File: src/rtl/mips_pkg.sv
// Shared MIPS encodings: opcodes, ALU operations, mux selects, and multicycle states.
// Both the single-cycle and multicycle decoders import this package.
package mips_pkg;

    typedef enum logic [3:0] {
        S_FETCH   = 4'd0,
        S_DECODE  = 4'd1,
        S_MEMADDR = 4'd2,
        S_MEMRD   = 4'd3,
        S_MEMWB   = 4'd4,
        S_MEMWR   = 4'd5,
        S_RTEXEC  = 4'd6,
        S_RTWB    = 4'd7,
        S_ITEXEC  = 4'd8,
        S_ITWB    = 4'd9,
        S_BRANCH  = 4'd10,
        S_JUMP    = 4'd11,
        S_JAL     = 4'd12,
        S_LUI     = 4'd13
    } state_t;

    localparam logic [5:0] OP_RTYPE = 6'h00;
    localparam logic [5:0] OP_J     = 6'h02;
    localparam logic [5:0] OP_JAL   = 6'h03;
    localparam logic [5:0] OP_BEQ   = 6'h04;
    localparam logic [5:0] OP_BNE   = 6'h05;
    localparam logic [5:0] OP_ADDI  = 6'h08;
    localparam logic [5:0] OP_ANDI  = 6'h0c;
    localparam logic [5:0] OP_ORI   = 6'h0d;
    localparam logic [5:0] OP_LUI   = 6'h0f;
    localparam logic [5:0] OP_LW    = 6'h23;
    localparam logic [5:0] OP_SW    = 6'h2b;

    localparam logic [2:0] ALU_IDLE  = 3'b000;
    localparam logic [2:0] ALU_SUB   = 3'b001;
    localparam logic [2:0] ALU_ADD   = 3'b100;
    localparam logic [2:0] ALU_OR    = 3'b101;
    localparam logic [2:0] ALU_AND   = 3'b110;
    localparam logic [2:0] ALU_FUNCT = 3'b111;

    localparam logic [1:0] RD_RT = 2'b00;
    localparam logic [1:0] RD_RD = 2'b01;
    localparam logic [1:0] RD_RA = 2'b10;

    localparam logic [1:0] M2R_ALUOUT = 2'b00;
    localparam logic [1:0] M2R_MDR    = 2'b01;
    localparam logic [1:0] M2R_PC     = 2'b10;
    localparam logic [1:0] M2R_LUI    = 2'b11;

    localparam logic [1:0] SRCB_B     = 2'b00;
    localparam logic [1:0] SRCB_4     = 2'b01;
    localparam logic [1:0] SRCB_IMM   = 2'b10;
    localparam logic [1:0] SRCB_IMMSH = 2'b11;

    localparam logic [1:0] PCS_ALU    = 2'b00;
    localparam logic [1:0] PCS_ALUOUT = 2'b01;
    localparam logic [1:0] PCS_JUMP   = 2'b10;

    // Dispatch target out of DECODE; unsupported opcodes fall back to FETCH.
    function automatic state_t decode_next(input logic [5:0] op);
        case (op)
            OP_LW, OP_SW:             return S_MEMADDR;
            OP_RTYPE:                 return S_RTEXEC;
            OP_ADDI, OP_ANDI, OP_ORI: return S_ITEXEC;
            OP_BEQ, OP_BNE:           return S_BRANCH;
            OP_J:                     return S_JUMP;
            OP_JAL:                   return S_JAL;
            OP_LUI:                   return S_LUI;
            default:                  return S_FETCH;
        endcase
    endfunction

    function automatic logic is_legal(input logic [5:0] op);
        case (op)
            OP_RTYPE, OP_J, OP_JAL, OP_BEQ, OP_BNE, OP_ADDI,
            OP_ANDI, OP_ORI, OP_LUI, OP_LW, OP_SW: return 1'b1;
            default:                              return 1'b0;
        endcase
    endfunction

endpackage

File: src/rtl/multicycle_control.sv
// Multicycle MIPS control FSM: sequences fetch/decode/execute/memory/writeback
// and emits datapath controls, stalling on MemReady during memory accesses.
module multicycle_control
    import mips_pkg::*;
(
    input  logic       clk,
    input  logic       reset,
    input  logic [5:0] OP,
    input  logic       Zero,
    input  logic       MemReady,
    output logic       PCWrite,
    output logic       IorD,
    output logic       MemRead,
    output logic       MemWrite,
    output logic       IRWrite,
    output logic       RegWrite,
    output logic       ALUSrcA,
    output logic [1:0] RegDst,
    output logic [1:0] MemtoReg,
    output logic [1:0] ALUSrcB,
    output logic [1:0] PCSource,
    output logic [2:0] ALUOp,
    output logic [3:0] State,
    output logic       IllegalOp
);

    state_t     r_state;
    state_t     w_next;
    logic [5:0] r_op;

    // State register; OP is captured in DECODE since the IR field is only trusted there.
    always_ff @(posedge clk) begin
        if (reset) begin
            r_state <= S_FETCH;
            r_op    <= OP_RTYPE;
        end else begin
            r_state <= w_next;
            if (r_state == S_DECODE)
                r_op <= OP;
        end
    end

    // Next-state and control decode; reset forces every output low.
    always_comb begin
        w_next    = S_FETCH;
        PCWrite   = 1'b0;
        IorD      = 1'b0;
        MemRead   = 1'b0;
        MemWrite  = 1'b0;
        IRWrite   = 1'b0;
        RegWrite  = 1'b0;
        ALUSrcA   = 1'b0;
        RegDst    = RD_RT;
        MemtoReg  = M2R_ALUOUT;
        ALUSrcB   = SRCB_B;
        PCSource  = PCS_ALU;
        ALUOp     = ALU_IDLE;
        IllegalOp = 1'b0;
        State     = r_state;
        unique case (r_state)
            S_FETCH: begin
                MemRead = 1'b1;
                ALUSrcB = SRCB_4;
                ALUOp   = ALU_ADD;
                IRWrite = MemReady;
                PCWrite = MemReady;
                w_next  = MemReady ? S_DECODE : S_FETCH;
            end
            S_DECODE: begin
                ALUSrcB   = SRCB_IMMSH;
                ALUOp     = ALU_ADD;
                IllegalOp = !is_legal(OP);
                w_next    = decode_next(OP);
            end
            S_MEMADDR: begin
                ALUSrcA = 1'b1;
                ALUSrcB = SRCB_IMM;
                ALUOp   = ALU_ADD;
                w_next  = (r_op == OP_SW) ? S_MEMWR : S_MEMRD;
            end
            S_MEMRD: begin
                IorD    = 1'b1;
                MemRead = 1'b1;
                w_next  = MemReady ? S_MEMWB : S_MEMRD;
            end
            S_MEMWB: begin
                MemtoReg = M2R_MDR;
                RegWrite = 1'b1;
            end
            S_MEMWR: begin
                IorD     = 1'b1;
                MemWrite = 1'b1;
                w_next   = MemReady ? S_FETCH : S_MEMWR;
            end
            S_RTEXEC: begin
                ALUSrcA = 1'b1;
                ALUOp   = ALU_FUNCT;
                w_next  = S_RTWB;
            end
            S_RTWB: begin
                RegDst   = RD_RD;
                RegWrite = 1'b1;
            end
            S_ITEXEC: begin
                ALUSrcA = 1'b1;
                ALUSrcB = SRCB_IMM;
                ALUOp   = (r_op == OP_ANDI) ? ALU_AND :
                          (r_op == OP_ORI)  ? ALU_OR  : ALU_ADD;
                w_next  = S_ITWB;
            end
            S_ITWB: begin
                RegWrite = 1'b1;
            end
            S_BRANCH: begin
                ALUSrcA  = 1'b1;
                ALUOp    = ALU_SUB;
                PCSource = PCS_ALUOUT;
                PCWrite  = (r_op == OP_BNE) ? !Zero : Zero;
            end
            S_JUMP: begin
                PCSource = PCS_JUMP;
                PCWrite  = 1'b1;
            end
            S_JAL: begin
                PCSource = PCS_JUMP;
                PCWrite  = 1'b1;
                RegDst   = RD_RA;
                MemtoReg = M2R_PC;
                RegWrite = 1'b1;
            end
            S_LUI: begin
                MemtoReg = M2R_LUI;
                RegWrite = 1'b1;
            end
            default: w_next = S_FETCH;
        endcase
        if (reset) begin
            PCWrite   = 1'b0;
            IorD      = 1'b0;
            MemRead   = 1'b0;
            MemWrite  = 1'b0;
            IRWrite   = 1'b0;
            RegWrite  = 1'b0;
            ALUSrcA   = 1'b0;
            RegDst    = 2'b00;
            MemtoReg  = 2'b00;
            ALUSrcB   = 2'b00;
            PCSource  = 2'b00;
            ALUOp     = 3'b000;
            IllegalOp = 1'b0;
            State     = 4'd0;
        end
    end

endmodule

File: config.mk
export PLATFORM = sky130hd
export DESIGN_NAME = multicycle_control
export DESIGN_NICKNAME = d
export VERILOG_FILES = /design/src/rtl/mips_pkg.sv /design/src/rtl/multicycle_control.sv
export SDC_FILE = /design/constraint.sdc
export NUM_CORES = 1
export LEC_CHECK = 0
export ABC_AREA = 0
export CORE_AREA = 10 10 57 59
export DETAILED_ROUTE_END_ITERATION = 8
export DIE_AREA = 0 0 67 69
export PLACE_DENSITY_LB_ADDON = 0.3
export SYNTH_ARGS = -nofsm -noshare
export SYNTH_HDL_FRONTEND = slang
export SYNTH_SLANG_ARGS = --single-unit
export TNS_END_PERCENT = 30
File: constraint.sdc
create_clock -name clk -period 2.45 [get_ports clk]
set_input_delay 0.49 -clock clk [delete_from_list [all_inputs] [get_ports clk]]
set_output_delay 0.49 -clock clk [all_outputs]
set_load 0.005 [all_outputs]
==> flow_summary.json <==
{
  "synthFlopType": "dfxtp_1",
  "dp_hpwl_mm": 2.75,
  "worstPathRequired_ps": 1960,
  "slew_headroom_pct": 51.8,
  "synth_enable_flop_cells": 0,
  "grt_pass1_wl_mm": 5.46,
  "fin_skew_ps": 10.6,
  "rsz0062_at_grt": "false",
  "max_stage_delay_ps": 460,
  "drtPass1Iterations": 4,
  "vdd_drop_max_v": 0.000230,
  "crit_fanout": 2,
  "hold_path_class": "reg -> reg",
  "gp_congestion": 0.816,
  "tightest_slew_ps": 718,
  "power_uw": 453,
  "mostFrequentLayoutCells": "buf_4 (28), nand2_1 (23), clkdlybuf4s50_1 (21)",
  "status": "completed",
  "num_vias": 1329,
  "grt_usage_pct": 13.9,
  "syn_nets": 165,
  "area_growth_pct": 58.2,
  "cts_tree": "built",
  "cp_slowest_cell": "clkdlybuf4s50_1",
  "crit_type": "in -> out",
  "final_nets": 216,
  "placed_area_um2": 1510,
  "power_leakage_nw": 0.661,
  "fin_crit_ps": 2350,
  "period_share_pct": 96.0,
  "critical_path.cell_chain": "clkdlybuf4s50_1, or4b_4, a21oi_2, a31oi_1, a21oi_1, buf_2",
  "grt-ovfl-total": 0,
  "synth_top_area_share_pct": 19.9,
  "synth_seq_cells": 10,
  "drt-initial-drc-count": 115,
  "worst_ep_arrival_time_ps": 1860,
  "crit_path_end_kind": "primary output",
  "syn_area_um2": 1010,
  "fin_util_pct": 74.3,
  "cts.reportedPaths.clkPinSlew_ps": 60,
  "cts.sinks": 10,
  "htree_levels": 1,
  "fin_area_um2": 1600,
  "clock_latency_ps": 260,
  "cts_buffer_depth": 2,
  "fin_tns_setup_ps": 0,
  "drc_errors": 0,
  "grt_pass1_vias": 1278,
  "ys_warn_count": 0,
  "numCtsBuffers": 3,
  "maxCapViolations": 0,
  "io_pins": 33,
  "fp.dieW_um": 67,
  "insertedDiodeCount": 0,
  "fp.dieH_um": 69,
  "ant_nets": 0,
  "layout_commonest_cell": "buf_4",
  "setup_violations": 0,
  "synth_cells": 155,
  "synth_top_cell_by_area": "dfxtp_1",
  "nFillCells": 194,
  "fp-row-count": 17,
  "synthTopCellsByArea": "dfxtp_1 (20%), a21oi_1 (8.9%), nand2_1 (8.6%)",
  "cts_root_buf": "clkbuf_4",
  "ys_seq_area_share_pct": 19.9,
  "dieArea_um2": 4620,
  "synthArstFlopShare_pct": 0,
  "max_clock_freq_mhz": 425,
  "core_area_um2": 2150,
  "initial_core_util_pct": 46.9,
  "antenna_found_initial": 0,
  "dpl_worst_slack_ps": -513,
  "final_max_slew_viol_count": 0,
  "worst_slack_ps": 97.3,
  "via_per_inst": 5.73,
  "grt_max_degree": 17,
  "wire_per_inst_um": 15.3,
  "cts_setup_buffers": 0,
  "drt-total-wl_mm": 3.54,
  "p_per_area_nw_per_um2": 284,
  "synth_cell_types": 39,
  "timing_hold_violations_final": 0,
  "port_buffers": 32,
  "layout-drive-gt1-share_pct": 25.5,
  "cp-start-kind": "primary input",
  "syn_avg_cell_area_um2": 6.51
}
## path summary, 6_finish.rpt
| kind | slack [ps] | to | startpoint | cells past startpoint |
|---|---|---|---|---|
| worst min register to register | 470 | r_op[2] | r_op[2] | 2 |
| worst max-delay path | 100 | PCWrite | MemReady | 6 |
| worst min-delay path | 470 | r_op[2] | r_op[2] | 2 |
| worst max register to register | 780 | r_state[1] | r_state[1] | 5 |
## synth_stat cells (4+ instances only)
master and n:
nand2_1 23, nor2b_1 7, a21oi_1 18, nor3_1 11
inv_1 4, nor2_1 10, dfxtp_1 10, o21ai_0 5
clkbuf_1 9, a211oi_1 5, nand3_1 6
## final cells by class
class	count	area [um^2]	area share [%]
clock buffers	3	22.5	1.41
inverters	5	22.5	1.41
multi-input cells	124	772	48.4
flip-flops and latches	10	200	12.5
well taps	28	35.0	2.20
repair buffers	62	543	34.0
## per-layer routing
metal	GRT usage (%)	routed length, um
met5	0	0
met4	3.85	67
met3	3.86	255
met2	26.0	1830
met1	13.9	1390
## metrics by stage
stage / hold WS [ps] / instances
after floorplan: 440 / 155
after global placement: 456 / 229
after detailed placement: 457 / 229
after CTS: 466 / 232
after global routing: 504 / 232
final: 473 / 232
## what timing repair did
action                                  CTS  global route
hold buffers                              0             0
endpoints found under the hold margin     0             0
pin swaps                                 5             2
endpoints found under the setup margin   13             4
cloned                                    0             0
resized for setup                        20            14
## registers in the layout, indices dropped and copies added (netlist names)
name,flops
r_op,6
r_state,4
## critical path, delay by kind of cell
kind,cells,cell delay [ps]
simple gates,1,460
buf+inv,2,590
compound gates,3,310
## logic make-up after synthesis
family	share of synthesized area, %
buffers and inverters	9.68
multiplexers	1.12
AND/OR/NAND/NOR	43.1
flip-flops	19.9
AO/OA/AOI/OAI	23.7
XOR/XNOR	2.61
## power breakdown
group	internal, mW	switching (mW)
Sequential	0.170	0.00689
Clock	0.0563	0.0483
Combinational	0.0870	0.0836
(Power assumes the default switching activity.)
